--- src/rtl/color_vote_controller.sv ---
// Per-frame colour vote: counts ROI-qualified pixels, decides once per frame, debounces the
// decisions and runs the turn FSM that drives the overlay and the game-logic result handshake.
module color_vote_controller #(
  parameter int unsigned ROI_X_START   = 100,
  parameter int unsigned ROI_X_END     = 220,
  parameter int unsigned ROI_Y_START   = 60,
  parameter int unsigned ROI_Y_END     = 180,
  parameter int unsigned CNT_W         = 15,
  parameter int unsigned MIN_PIXELS    = 2000,
  parameter int unsigned WHITE_PIXELS  = 10000,
  parameter int unsigned STABLE_FRAMES = 3
) (
  input  logic       clk,
  input  logic       reset,
  input  logic       pix_valid,
  input  logic [8:0] pix_x,
  input  logic [7:0] pix_y,
  input  logic       is_red,
  input  logic       is_green,
  input  logic       is_blue,
  input  logic       is_white,
  input  logic       frame_end,
  input  logic       result_ack,
  output logic [1:0] dominant_color,
  output logic       white_detected,
  output logic       result_valid,
  output logic [2:0] frame_color
);

  localparam int unsigned SW = $clog2(STABLE_FRAMES + 1);
  localparam logic [8:0] XLo = 9'(ROI_X_START);
  localparam logic [8:0] XHi = 9'(ROI_X_END);
  localparam logic [7:0] YLo = 8'(ROI_Y_START);
  localparam logic [7:0] YHi = 8'(ROI_Y_END);
  localparam logic [CNT_W-1:0] MinPix   = CNT_W'(MIN_PIXELS);
  localparam logic [CNT_W-1:0] WhitePix = CNT_W'(WHITE_PIXELS);
  localparam logic [SW-1:0]    StableMax = SW'(STABLE_FRAMES);

  localparam logic [2:0] DecNone  = 3'd0;
  localparam logic [2:0] DecRed   = 3'd1;
  localparam logic [2:0] DecGreen = 3'd2;
  localparam logic [2:0] DecBlue  = 3'd3;
  localparam logic [2:0] DecWhite = 3'd4;

  typedef enum logic [1:0] {StWhite, StArmed, StReport, StHold} state_e;

  logic [3:0]            flags;
  logic                  one_hot, in_roi, qual;
  logic [3:0][CNT_W-1:0] cnt_q, cnt_inc;
  logic [2:0]            dec;
  logic [2:0]            frame_color_q;
  logic                  dec_valid_q;
  logic [2:0]            cand_q, cand_d;
  logic [SW-1:0]         stable_q, stable_d;
  logic                  stable_hit;
  state_e                state_q, state_d;
  logic [1:0]            latch_q, latch_d;
  logic [1:0]            dom_q, dom_d;
  logic                  white_q, valid_q;

  // Index order r, g, b, w matches cnt_q.
  assign flags   = {is_white, is_blue, is_green, is_red};
  assign one_hot = (flags != 4'd0) && ((flags & (flags - 4'd1)) == 4'd0);
  assign in_roi  = (pix_x >= XLo) && (pix_x < XHi) && (pix_y >= YLo) && (pix_y < YHi);
  assign qual    = pix_valid && in_roi && one_hot;

  always_comb begin
    for (int i = 0; i < 4; i++) begin
      cnt_inc[i] = cnt_q[i];
      if (qual && flags[i] && (cnt_q[i] != '1)) cnt_inc[i] = cnt_q[i] + CNT_W'(1);
    end
  end

  // Decision on the snapshot, which includes a pixel qualified in the frame_end cycle.
  always_comb begin
    dec = DecNone;
    if (cnt_inc[3] >= WhitePix) begin
      dec = DecWhite;
    end else if (cnt_inc[0] > cnt_inc[1] && cnt_inc[0] > cnt_inc[2] && cnt_inc[0] >= MinPix) begin
      dec = DecRed;
    end else if (cnt_inc[1] > cnt_inc[0] && cnt_inc[1] > cnt_inc[2] && cnt_inc[1] >= MinPix) begin
      dec = DecGreen;
    end else if (cnt_inc[2] > cnt_inc[0] && cnt_inc[2] > cnt_inc[1] && cnt_inc[2] >= MinPix) begin
      dec = DecBlue;
    end
  end

  always_ff @(posedge clk or negedge reset) begin
    if (!reset) begin
      cnt_q         <= '0;
      frame_color_q <= DecNone;
      dec_valid_q   <= 1'b0;
    end else begin
      cnt_q       <= frame_end ? '0 : cnt_inc;
      dec_valid_q <= frame_end;
      if (frame_end) frame_color_q <= dec;
    end
  end

  always_comb begin
    state_d  = state_q;
    latch_d  = latch_q;
    cand_d   = cand_q;
    stable_d = stable_q;
    if (dec_valid_q) begin
      if (frame_color_q == cand_q) begin
        if (stable_q != StableMax) stable_d = stable_q + SW'(1);
      end else begin
        cand_d   = frame_color_q;
        stable_d = SW'(1);
      end
    end
    stable_hit = dec_valid_q && (stable_d == StableMax);

    unique case (state_q)
      StWhite: if (dec_valid_q && frame_color_q != DecWhite) state_d = StArmed;
      StArmed: begin
        if (stable_hit && cand_d != DecNone) begin
          if (cand_d == DecWhite) begin
            state_d = StWhite;
          end else begin
            state_d = StReport;
            latch_d = cand_d[1:0];
          end
        end
      end
      StReport: begin
        // Ack wins over a coincident decision; HOLD starts with a fresh debounce.
        if (result_ack) begin
          state_d  = StHold;
          cand_d   = DecNone;
          stable_d = '0;
        end
      end
      StHold: begin
        if (stable_hit && cand_d == DecWhite) begin
          state_d = StWhite;
          latch_d = 2'd0;
        end
      end
      default: state_d = StWhite;
    endcase

    dom_d = (state_d == StReport || state_d == StHold) ? latch_d : 2'd0;
  end

  always_ff @(posedge clk or negedge reset) begin
    if (!reset) begin
      state_q  <= StWhite;
      latch_q  <= 2'd0;
      cand_q   <= DecNone;
      stable_q <= '0;
      dom_q    <= 2'd0;
      white_q  <= 1'b1;
      valid_q  <= 1'b0;
    end else begin
      state_q  <= state_d;
      latch_q  <= latch_d;
      cand_q   <= cand_d;
      stable_q <= stable_d;
      dom_q    <= dom_d;
      white_q  <= (state_d == StWhite);
      valid_q  <= (state_d == StReport);
    end
  end

  assign dominant_color = dom_q;
  assign white_detected = white_q;
  assign result_valid   = valid_q;
  assign frame_color    = frame_color_q;

endmodule

--- config.mk ---
export PLATFORM = sky130hd
export DESIGN_NAME = color_vote_controller
export DESIGN_NICKNAME = d
export VERILOG_FILES = /design/src/rtl/color_vote_controller.sv
export SDC_FILE = /design/constraint.sdc
export NUM_CORES = 1
export LEC_CHECK = 0
export ABC_CLOCK_PERIOD_IN_PS = 11670
export CAP_MARGIN = 0
export CORE_AREA = 3 3 124 138
export DETAILED_ROUTE_END_ITERATION = 12
export DIE_AREA = 0 0 127 141
export GPL_TIMING_DRIVEN = 0
export SLEW_MARGIN = 10
export SYNTH_ARGS = -nofsm -noshare
export SYNTH_HDL_FRONTEND = slang
export SYNTH_SLANG_ARGS = --single-unit
--- constraint.sdc ---
create_clock -name clk -period 11.67 [get_ports clk]
set_clock_uncertainty 0.1 [all_clocks]
set_input_delay 2.334 -clock clk [delete_from_list [all_inputs] [get_ports clk]]
set_output_delay 2.334 -clock clk [all_outputs]
set_load 0.005 [all_outputs]
==> Word level (Yosys, flattened, before mapping) <==
Cells that the tools add are included.
{ "op_classes": {"n_addsub": 6, "mul": 0, "div": 0, "n_lt_le_gt_ge": 14, "eq_ne": 14, "shift": 0, "muxes": 29, "bitwise": 1, "reduce_logical": 30} }
{ "op_table": {"columns": ["op", "n"], "rows": [
  ["> comparator 15 bit", 6],
  ["adder 15 x 1 -> 15 bit (second input constant)", 4],
  ["2-to-1 mux 15 bit", 4],
  ["2-to-1 mux 60 bit", 1],
  ["inequality test 15 bit (second input constant)", 4],
  [">= comparator 15 x 11 -> 1 bit (second input constant)", 3],
  ["2-to-1 mux 2 bit", 17],
  ["logical AND 1 bit", 24],
  [">= comparator 15 x 14 -> 1 bit (second input constant)", 1],
  ["2-to-1 mux 3 bit", 5],
  ["== test 2 bit (second input constant)", 5],
  [">= comparator 9 x 7 -> 1 bit (second input constant)", 1],
  ["< comparator 9 x 8 -> 1 bit (second input constant)", 1],
  [">= comparator 8 x 6 -> 1 bit (second input constant)", 1],
  ["< comparator 8 bit (second input constant)", 1],
  ["one-hot mux 2 bit (4 select lines)", 1],
  ["bitwise AND 4 bit", 1],
  ["zero test 2 bit", 2],
  ["zero test 4 bit", 1],
  ["one-hot mux 2 bit (2 select lines)", 1],
  ["nonzero test 4 bit", 1],
  ["subtractor 4 x 1 -> 4 bit (second input constant)", 1],
  ["== test 3 bit", 1],
  ["== test 3 bit (second input constant)", 1],
  ["other kinds (6)", 6]
]} }
{ "totals": {"ff_bits": 77, "latchBits": 0, "ram_bits": 0, "rom_bits": 0, "out_inout_bits": 7, "word_cells": 107, "memories": 0} }

==> Logic depth before layout (Yosys ltp) <==
Gate-level depths: netlist (run 1).
{ "logic_depth": {"depth_word": 16, "ltp_mapped": 20, "ltp_nobuf": 18} }

==> Worst setup path before layout (run 1) <==
Ideal clock, no wire load.
{ "synth_path": {"path_type": "input port to flip-flop", "startpoint": "input is_green", "endpoint": "register frame_color_q[1] (netlist: frame_color[1])", "arrival_ps": 6086, "path_slack_ps": 5388, "path_stages": 17, "path_buffers": 2, "cell_sequence": "buf_6 > a22oi_2 > nand4_2 > or3_4 > or3_1 > buf_2 > nor4_1 > xnor2_1 > inv_1 > ha_1 > and4_1 > and2_1 > nand4_1 > or4_1 > o211a_1 > and3_1 > o32ai_2"} }
{ "synth_via": {"elab_chain_cells": 15, "elab_cells_between_ends": 38, "cone_classes": "1 x add/sub; 10 x order compare; 8 x mux; 1 x bitwise; 18 x reduce/logical"} }
{ "synth_lines": {"columns": ["item", "line_no", "text"], "rows": [
  ["start: declaration", "19", "input logic is_green,"],
  ["subtractor 4 x 1 -> 4 bit", "63", "assign one_hot = (flags != 4'd0) && ((flags & (flags - 4'd1)) == 4'd0);"],
  ["bitwise AND 4 bit", "63", null],
  ["zero test 4 bit", "63", null],
  ["logical AND 1 bit", "63", null],
  ["logical AND 1 bit", "65", "assign qual = pix_valid && in_roi && one_hot;"],
  ["logical AND 1 bit (2 in a row)", "70", "if (qual && flags[i] && (cnt_q[i] != '1)) cnt_inc[i] = cnt_q[i] + CNT_W'(1);"],
  ["2-to-1 mux 15 bit", "70", null],
  ["> comparator 15 bit", "83", "end else if (cnt_inc[2] > cnt_inc[0] && cnt_inc[2] > cnt_inc[1] && cnt_inc[2] >= MinPix) begin"],
  ["logical AND 1 bit (2 in a row)", "83", null],
  ["2-to-1 mux 2 bit", "83", null],
  ["2-to-1 mux 2 bit", "81", "end else if (cnt_inc[1] > cnt_inc[0] && cnt_inc[1] > cnt_inc[2] && cnt_inc[1] >= MinPix) begin"],
  ["2-to-1 mux 2 bit", "79", "end else if (cnt_inc[0] > cnt_inc[1] && cnt_inc[0] > cnt_inc[2] && cnt_inc[0] >= MinPix) begin"],
  ["2-to-1 mux 3 bit *", "77", "if (cnt_inc[3] >= WhitePix) begin"],
  ["end signal: assignment", "91", "frame_color_q <= DecNone;"],
  ["end: declaration", "51", "logic [2:0] frame_color_q;"]
]} }
Every way passes the cells marked *; elsewhere a longest branch is shown, timed or not.
A chain may end at the register's enable or synchronous reset.

==> Worst setup path after layout (run 1) <==
{ "layout_path": {"startpoint": "input is_blue", "endpoint": "register frame_color_q[0] (netlist: frame_color[0])"} }
{ "layout_via": {"elab_chain_cells": 15, "elab_cells_between_ends": 38, "cone_classes": "1 x add/sub; 10 x order compare; 8 x mux; 1 x bitwise; 18 x reduce/logical"} }
{ "layout_lines": {"columns": ["item", "line_no", "text"], "rows": [
  ["start: declaration", "20", "input logic is_blue,"],
  ["subtractor 4 x 1 -> 4 bit", "63", null],
  ["bitwise AND 4 bit", "63", null],
  ["zero test 4 bit", "63", null],
  ["logical AND 1 bit", "63", null],
  ["logical AND 1 bit", "65", null],
  ["logical AND 1 bit (2 in a row)", "70", null],
  ["2-to-1 mux 15 bit", "70", null],
  ["> comparator 15 bit", "83", null],
  ["logical AND 1 bit (2 in a row)", "83", null],
  ["2-to-1 mux 2 bit", "83", null],
  ["2-to-1 mux 2 bit", "81", null],
  ["2-to-1 mux 2 bit", "79", null],
  ["2-to-1 mux 3 bit *", "77", null]
]} }
Marked as above.

==> qor.yml, run 1 <==
clock_network:
  cts_hold_buf: 0
  clk_pin_slew_ps: 70
  cts_root_buf: "clkbuf_16"
  cts_tree: "built"
  cts_max_level: 3
  clk_latency_ps: 350
  cts_max_path_buffers: 2
  cts_setup_buffers: 0
  cts.repair.resized: 0
  cts_sinks: 77
  cts_buffers: 9
pwr:
  combinationalPowerShare_pct: 9.6
  seqPwrFrac_pct: 45.8
  p_clk_share_pct: 44.7
  switchingPower_mw: 0.1655
  ir_drop_mv: 0.06770
  power_density_nw_per_um2: 98.58
  p_leak_nw: 2.790
  p_int_mw: 0.4568
  netSwitchingFraction_pct: 26.60
floorplan:
  start_util_pct: 34.88
  die_w_um: 127
  die_h_um: 141
  core_area_um2: 15740
  dieArea_um2: 17910
  io_pins: 33
  rows: 48
timing:
  period_share_pct: 60.48
  timing.hold.ws_ps: 440.4
  min_period_ps: 7058
  fmax_mhz: 141.7
  hold_violations: 0
  rsz0062_at_grt: "no"
  slew_headroom_pct: 18.38
  setup_viol: 0
  maxSlewViolCount: 0
  worst_slew_pin_slew_ps: 1215
  fin_setup_tns_ps: 0
setup_path:
  start_kind: "input port"
  crit_type: "in -> reg"
  critPathRequiredTime_ps: 11780
  cp.arrival_ps: 7170
  worst_setup_path_end_kind: "flip-flop"
  cp_max_fo: 10
yosys:
  synth-seq-cells: 77
  synthCells: 622
  avgSynthCellArea_um2: 8.823
  synth-edff-count: 0
  synth_top_area_share_pct: 34.66
  synth_ff_type: "dfrtp_1"
  ys_seq_area_share_pct: 35.13
  ys_top_cells_by_area: "dfrtp_1 (35%), ha_1 (7.3%), xnor2_1 (5.7%), nor2_1 (5.7%), xor2_1 (3.4%)"
  yosysTopAreaCell: "dfrtp_1"
  syn_area_um2: 5488
  syn-num-nets: 680
  synthTopCellsByCount: "nor2_1 (83), dfrtp_1 (76), nand2_1 (44)"
  async_flop_share_pct: 100.0
  ys_types: 69
  yosysMostFrequentCell: "nor2_1"
  yosysWarnings: 0
layout:
  drive_gt1_share_pct: 6.917
  antenna_cells: 0
  layout.nets: 718
  syn_to_final_growth_pct: 15.05
  final_area_um2: 6314
global_route:
  first_global_vias: 4750
  grt_start_max_net_pins: 47
  grt.total_usage_pct: 16.17
  antenna_found_initial: 0
  grt_overflow: 0
  grt_pass1_wl_um: 23430
placed_design:
  dpl.hpwl_um: 11100
  placed_cell_area_um2: 6023
  port_buffers: 26
  place_congestion: 0.9607
flow_run:
  drv_cap: 0
drt:
  via_per_inst: 5.638
  route.antenna.remaining_nets: 0
  drtIter0Drc: 314
  dr.pass1.iters: 5
  vias: 4877
  drc: 0
  detail_route.wl_per_cell_um: 16.55
  wl_um: 14310
min_path:
  hp-class: "reg -> reg"
status:
  status: "completed"
[layer usage]
layer	vias up	wire length (um)	track usage, %	part of all wire [%]
met3	36	519	2.236	3.6
li1	2357	-	-	-
met2	131	6654	26.73	46
met1	2353	6664	21.17	47
met5	-	0	0	0
met4	0	476	6.889	3.3
[critical path, stage by stage]
cell and delay (ps):
clkdlybuf4s50_1 530, a22oi_2 210, nand4_2 160, or3_4 450, buf_6 170, buf_4 190
nor2_1 380, and2_1 300, nand3_1 160, xor2_1 210, ha_1 310, and3_1 160
and3_1 240, nand3_1 100, nor4b_1 380, nor4bb_1 360, nor4_1 100, a31oi_1 300
o22ai_1 110
[cell families (layout without fill, tap and decap cells)]
group / after synthesis / after routing / synth area share, %
and+or+nand+nor: 285 / 285 / 27.56
AOI/OAI and AO/OA: 113 / 113 / 14.66
DFF: 77 / 77 / 35.13
xor gates and xnor gates: 59 / 59 / 9.690
buffers and inverters: 46 / 89 / 3.808
adders and majority gates: 37 / 37 / 8.208
muxes: 5 / 5 / 0.9348
[sequential cells by signal, indices dropped and copies added (netlist names)]
| name | count |
|---|---|
| cnt_q | 60 |
| cand_q | 3 |
| frame_color | 3 |
| dominant_color | 2 |
| latch_q | 2 |
| stable_q | 2 |
| state_q | 2 |
| dec_valid_q | 1 |
| result_valid | 1 |
| white_detected | 1 |
[per-stage QoR]
| stage | cells | util (%) | setup WS, ps | power (mW) |
|---|---|---|---|---|
| 6_report | 865 | 40.12 | 4612 | 0.6224 |
| 5_1_grt | 865 | 40.12 | 4359 | 0.6457 |
| 4_1_cts | 865 | 40.12 | 4612 | 0.6279 |
| 3_5_place_dp | 849 | 38.28 | 4259 | 0.3495 |
| 3_3_place_gp | 848 | 38.12 | 4363 | 0.3465 |
| 2_1_floorplan | 622 | - | 5388 | 0.3202 |
[area by class of cell]
cell class | instances | area, um2
Fill cell | 1572 | 9422
Multi-Input combinational cell | 499 | 3351
Sequential cell | 77 | 1928
Timing Repair Buffer | 27 | 285.3
Tap cell | 200 | 250.2
Clock buffer | 10 | 239.0
Buffer | 20 | 111.4
Inverter | 26 | 97.59
Clock inverter | 6 | 51.30
[final timing paths]
kind	from	endpoint	slack, ps	cells past startpoint
setup / recovery	is_blue	frame_color[0]$_DFFE_PN0P_	4610	19
hold / removal	cnt_q[59]$_DFF_PN0_	cnt_q[59]$_DFF_PN0_	440	2
setup reg to reg	cnt_q[15]$_DFF_PN0_	frame_color[0]$_DFFE_PN0P_	6520	18
hold reg to reg	cnt_q[59]$_DFF_PN0_	cnt_q[59]$_DFF_PN0_	440	2
max in group asynchronous	reset	white_detected$_DFF_PN1_	9000	2
min in group asynchronous	reset	cnt_q[51]$_DFF_PN0_	1830	1
[cell usage in the layout (no fill, tap or decap), types with 16 or more instances in the layout]
master / synthesis / final
nand3_1: 30 / 30
nand4_1: 19 / 19
inv_1: 26 / 26
dfrtp_1: 76 / 76
nand2_1: 44 / 44
clkdlybuf4s50_1: 0 / 25
xor2_1: 21 / 21
xnor2_1: 36 / 36
nor2_1: 83 / 83
a21oi_1: 16 / 16
ha_1: 32 / 32
nor3_1: 19 / 19
[power groups by stage]
stage	sequential, mW	clock (mW)	combinational, mW
after floorplan	0.288	0	0.0317
after global placement	0.289	0	0.0572
after detailed placement	0.290	0	0.0599
after CTS	0.285	0.283	0.0601
after global routing	0.286	0.294	0.0660
final	0.285	0.278	0.0595
Power figures use the tool's default switching activity.
==> run 2, diff against run 1 <==
--- a/config.mk
+++ b/config.mk
@@ -5,7 +5,7 @@
 export SDC_FILE = /design/constraint.sdc
 export NUM_CORES = 1
 export LEC_CHECK = 0
-export ABC_CLOCK_PERIOD_IN_PS = 11670
+export ABC_CLOCK_PERIOD_IN_PS = 6500
 export CAP_MARGIN = 0
 export CORE_AREA = 3 3 124 138
 export DETAILED_ROUTE_END_ITERATION = 12
==> constraint.sdc (replaced) <==
create_clock -name clk -period 6.5 [get_ports clk]
set_clock_uncertainty 0.1 [all_clocks]
set_input_delay 1.3 -clock clk [delete_from_list [all_inputs] [get_ports clk]]
set_output_delay 1.3 -clock clk [all_outputs]
set_load 0.005 [all_outputs]
==> results of run 2 <==
Same layout as run 1 (identical final DEF). Status: completed.
Among the figures that moved: setup slack after placement 4259 ps -> 122.9 ps; setup slack after layout 4612 ps -> 475.7 ps; register-to-register setup slack 6520 ps -> 1350 ps; total power 0.6224 mW -> 1.117 mW; worst IR drop on VDD 0.06770 mV -> 0.1215 mV
==> run 3, diff against run 2 <==
--- a/config.mk
+++ b/config.mk
@@ -11,6 +11,7 @@
 export DETAILED_ROUTE_END_ITERATION = 12
 export DIE_AREA = 0 0 127 141
 export GPL_TIMING_DRIVEN = 0
+export MAX_ROUTING_LAYER = met4
 export SLEW_MARGIN = 10
 export SYNTH_ARGS = -nofsm -noshare
 export SYNTH_HDL_FRONTEND = slang
==> run 3 against run 2 <==
Compared with the run above: sequential power hardly changed; clock-buffer cell count fell by 1; clock power is 16% higher; non-clock buffer count unchanged; global-route usage increased by 1.2 points; combinational power about the same; utilization up 0.25 points; hold slack lost 6.0 ps; highest routed layer unchanged.
==> qor.yml, run 3 (same netlist as run 1, synthesis figures left out) <==
status:
  status: "completed"
layout:
  multi_input_area_um2: 3351  # unchanged
  top_register: "cnt_q"
  syn_to_final_growth_pct: 15.75
  drive_gt1_share_pct: 6.917  # unchanged
  largest_reg_flops: 60  # unchanged
  final_util_pct: 40.37  # +0.25 points
  antenna_cells: 0  # unchanged
  layout.nets: 718  # unchanged
  n_fill_cell: 1582  # +0.64%
  layout_common_cells: "nor2_1 (83), dfrtp_1 (76), nand2_1 (44), xnor2_1 (36), ha_1 (32)"
  mostFrequentLayoutCell: "nor2_1"
  layout.area.seq_um2: 1928  # unchanged
setup_path:
  crit_chain: "clkdlybuf4s50_1, or4_1, o311ai_2, or3_4, buf_6, buf_4, nor2_1, and2_1, nand3_1, xor2_1, ha_1, and4_1, and2_1, nand4_1, or4_1, o211a_1, and3_1, o32ai_2"
  critPathRequiredTime_ps: 6660
  cp_max_fo: 10  # unchanged
  start_kind: "input port"
  cp.arrival_ps: 6130
  critPathBufInv: 3  # unchanged
  crit_family: "simple AND/OR/NAND/NOR gates"
  crit_type: "in -> reg"
  cp_slowest_stage_delay_ps: 580  # +50 ps
  critical_path.slowest_cell: "clkdlybuf4s50_1"
  worst_setup_path_end_kind: "flip-flop"
placed_design:
  dpl.hpwl_um: 11170  # +0.65%
  port_buffers: 26  # unchanged
  place_congestion: 0.9863  # +2.7%
  dp_slack_ps: 209.5
floorplan:
  core_area_um2: 15740  # unchanged
  start_util_pct: 34.88  # unchanged
  die_w_um: 127  # unchanged
  io_pins: 33  # unchanged
  dieArea_um2: 17910  # unchanged
  die_h_um: 141  # unchanged
  rows: 48  # unchanged
flow_run:
  drv_cap: 0  # unchanged
drt:
  highest_layer: "met4"
  dr.pass1.iters: 5  # unchanged
  detail_route.wl_per_cell_um: 16.68  # +0.83%
  wl_met2_um: 6810  # +2.3%
  drc: 0  # unchanged
  vias: 4865  # -0.25%
  met1_length_um: 6508  # -2.3%
  wl_um: 14430  # +0.83%
  via_per_inst: 5.624  # -0.25%
  wl_met3_um: 692  # +33%
  route.antenna.remaining_nets: 0  # unchanged
  drtIter0Drc: 323  # +2.9%
clock_network:
  clk_pin_slew_ps: 70  # about the same
  cts.repair.resized: 0  # unchanged
  cts_root_buf: "clkbuf_16"
  cts_buffers: 9  # unchanged
  cts_hold_buf: 0  # unchanged
  cts_tree: "built"
  cts_max_path_buffers: 2  # unchanged
  cts_setup_buffers: 0  # unchanged
  cts_max_level: 3  # unchanged
  cts_sinks: 77  # unchanged
  clk_latency_ps: 350  # about the same
timing:
  worst_slew_pin_slew_ps: 1357  # +141.7 ps
  maxSlewViolCount: 0  # unchanged
  setup_ws_ps: 531.9
  rsz0062_at_grt: "no"
  slew_headroom_pct: 8.858  # -9.5 points
  period_share_pct: 91.82
  hold_violations: 0  # unchanged
  fmax_mhz: 167.6
  fin_setup_tns_ps: 0  # unchanged
  setup_viol: 0  # unchanged
  min_period_ps: 5968
pwr:
  power_density_nw_per_um2: 188.2
  p_leak_nw: 2.813  # +0.81%
  ir_drop_mv: 0.1114
global_route:
  grt_overflow: 0  # unchanged
  first_global_vias: 4803  # +1.1%
  grt.total_usage_pct: 17.36  # +1.2 points
  grt_pass1_wl_um: 24160  # +3.2%
  antenna_found_initial: 0  # unchanged
  grt_start_max_net_pins: 44  # -6.4%
min_path:
  hp-class: "reg -> reg"
run 3: cell count changes in the layout (fill, tap and decap cells not counted):
cell | previous run | this run
inv_8 | 0 | 3
bufinv_16 | 0 | 2
inv_6 | 4 | 2
buf_12 | 0 | 1
buf_16 | 1 | 0
clkbuf_8 | 1 | 0
clkinv_4 | 1 | 0
clkinvlp_4 | 1 | 0
run 3: per-stage QoR:
step                total power, mW  area (um2)  hold slack (ps)  instances
finish                        1.195        6352            434.4        865
global route                  1.243        6352            479.6        865
CTS                           1.210        6352            443.2        865
detailed placement           0.6266        6016            425.5        849
global placement             0.6224        5998            398.1        848
floorplan                    0.5749        5488            374.4        622
run 3: power by group:
part           internal [mW]  switching (mW)
Clock                  0.347           0.232
Combinational         0.0448          0.0609
Sequential             0.499          0.0115
run 3: per-layer routing:
| metal | vias up | GRT usage, % |
|---|---|---|
| li1 | 2344 | - |
| met1 | 2370 | 21.78 |
| met2 | 123 | 27.84 |
| met3 | 28 | 2.577 |
| met4 | 0 | 7.623 |
| met5 | - | - |
run 3: area by class of cell:
class | instances | area share [%]
sequential | 77 | 30.35
buffer | 20 | 1.753
inverter | 26 | 1.536
clock inverter | 7 | 1.753
multi-input combinational | 499 | 52.75
tap | 200 | 3.939
clock buffer | 9 | 3.545
timing repair buffer | 27 | 4.373
run 3: final timing paths:
kind | start | endpoint | slack [ps] | depth (start not counted)
max | is_blue | frame_color[1]$_DFFE_PN0P_ | 530 | 18
min | cnt_q[59]$_DFF_PN0_ | cnt_q[59]$_DFF_PN0_ | 430 | 2
max reg2reg | cnt_q[15]$_DFF_PN0_ | frame_color[1]$_DFFE_PN0P_ | 1340 | 18
max in group asynchronous | reset | white_detected$_DFF_PN1_ | 4820 | 2
min reg2reg | cnt_q[59]$_DFF_PN0_ | cnt_q[59]$_DFF_PN0_ | 430 | 2
min in group asynchronous | reset | cnt_q[52]$_DFF_PN0_ | 810 | 1
run 3: worst reg2reg max path, delay by kind of cell (launching register included):
family | cells | cell delay [ps]
xor gates and xnor gates | 1 | 240
adders and majority gates | 2 | 530
buffers and inverters | 3 | 560
DFF | 1 | 400
AOI/OAI and AO/OA | 2 | 540
and+or+nand+nor | 10 | 2700
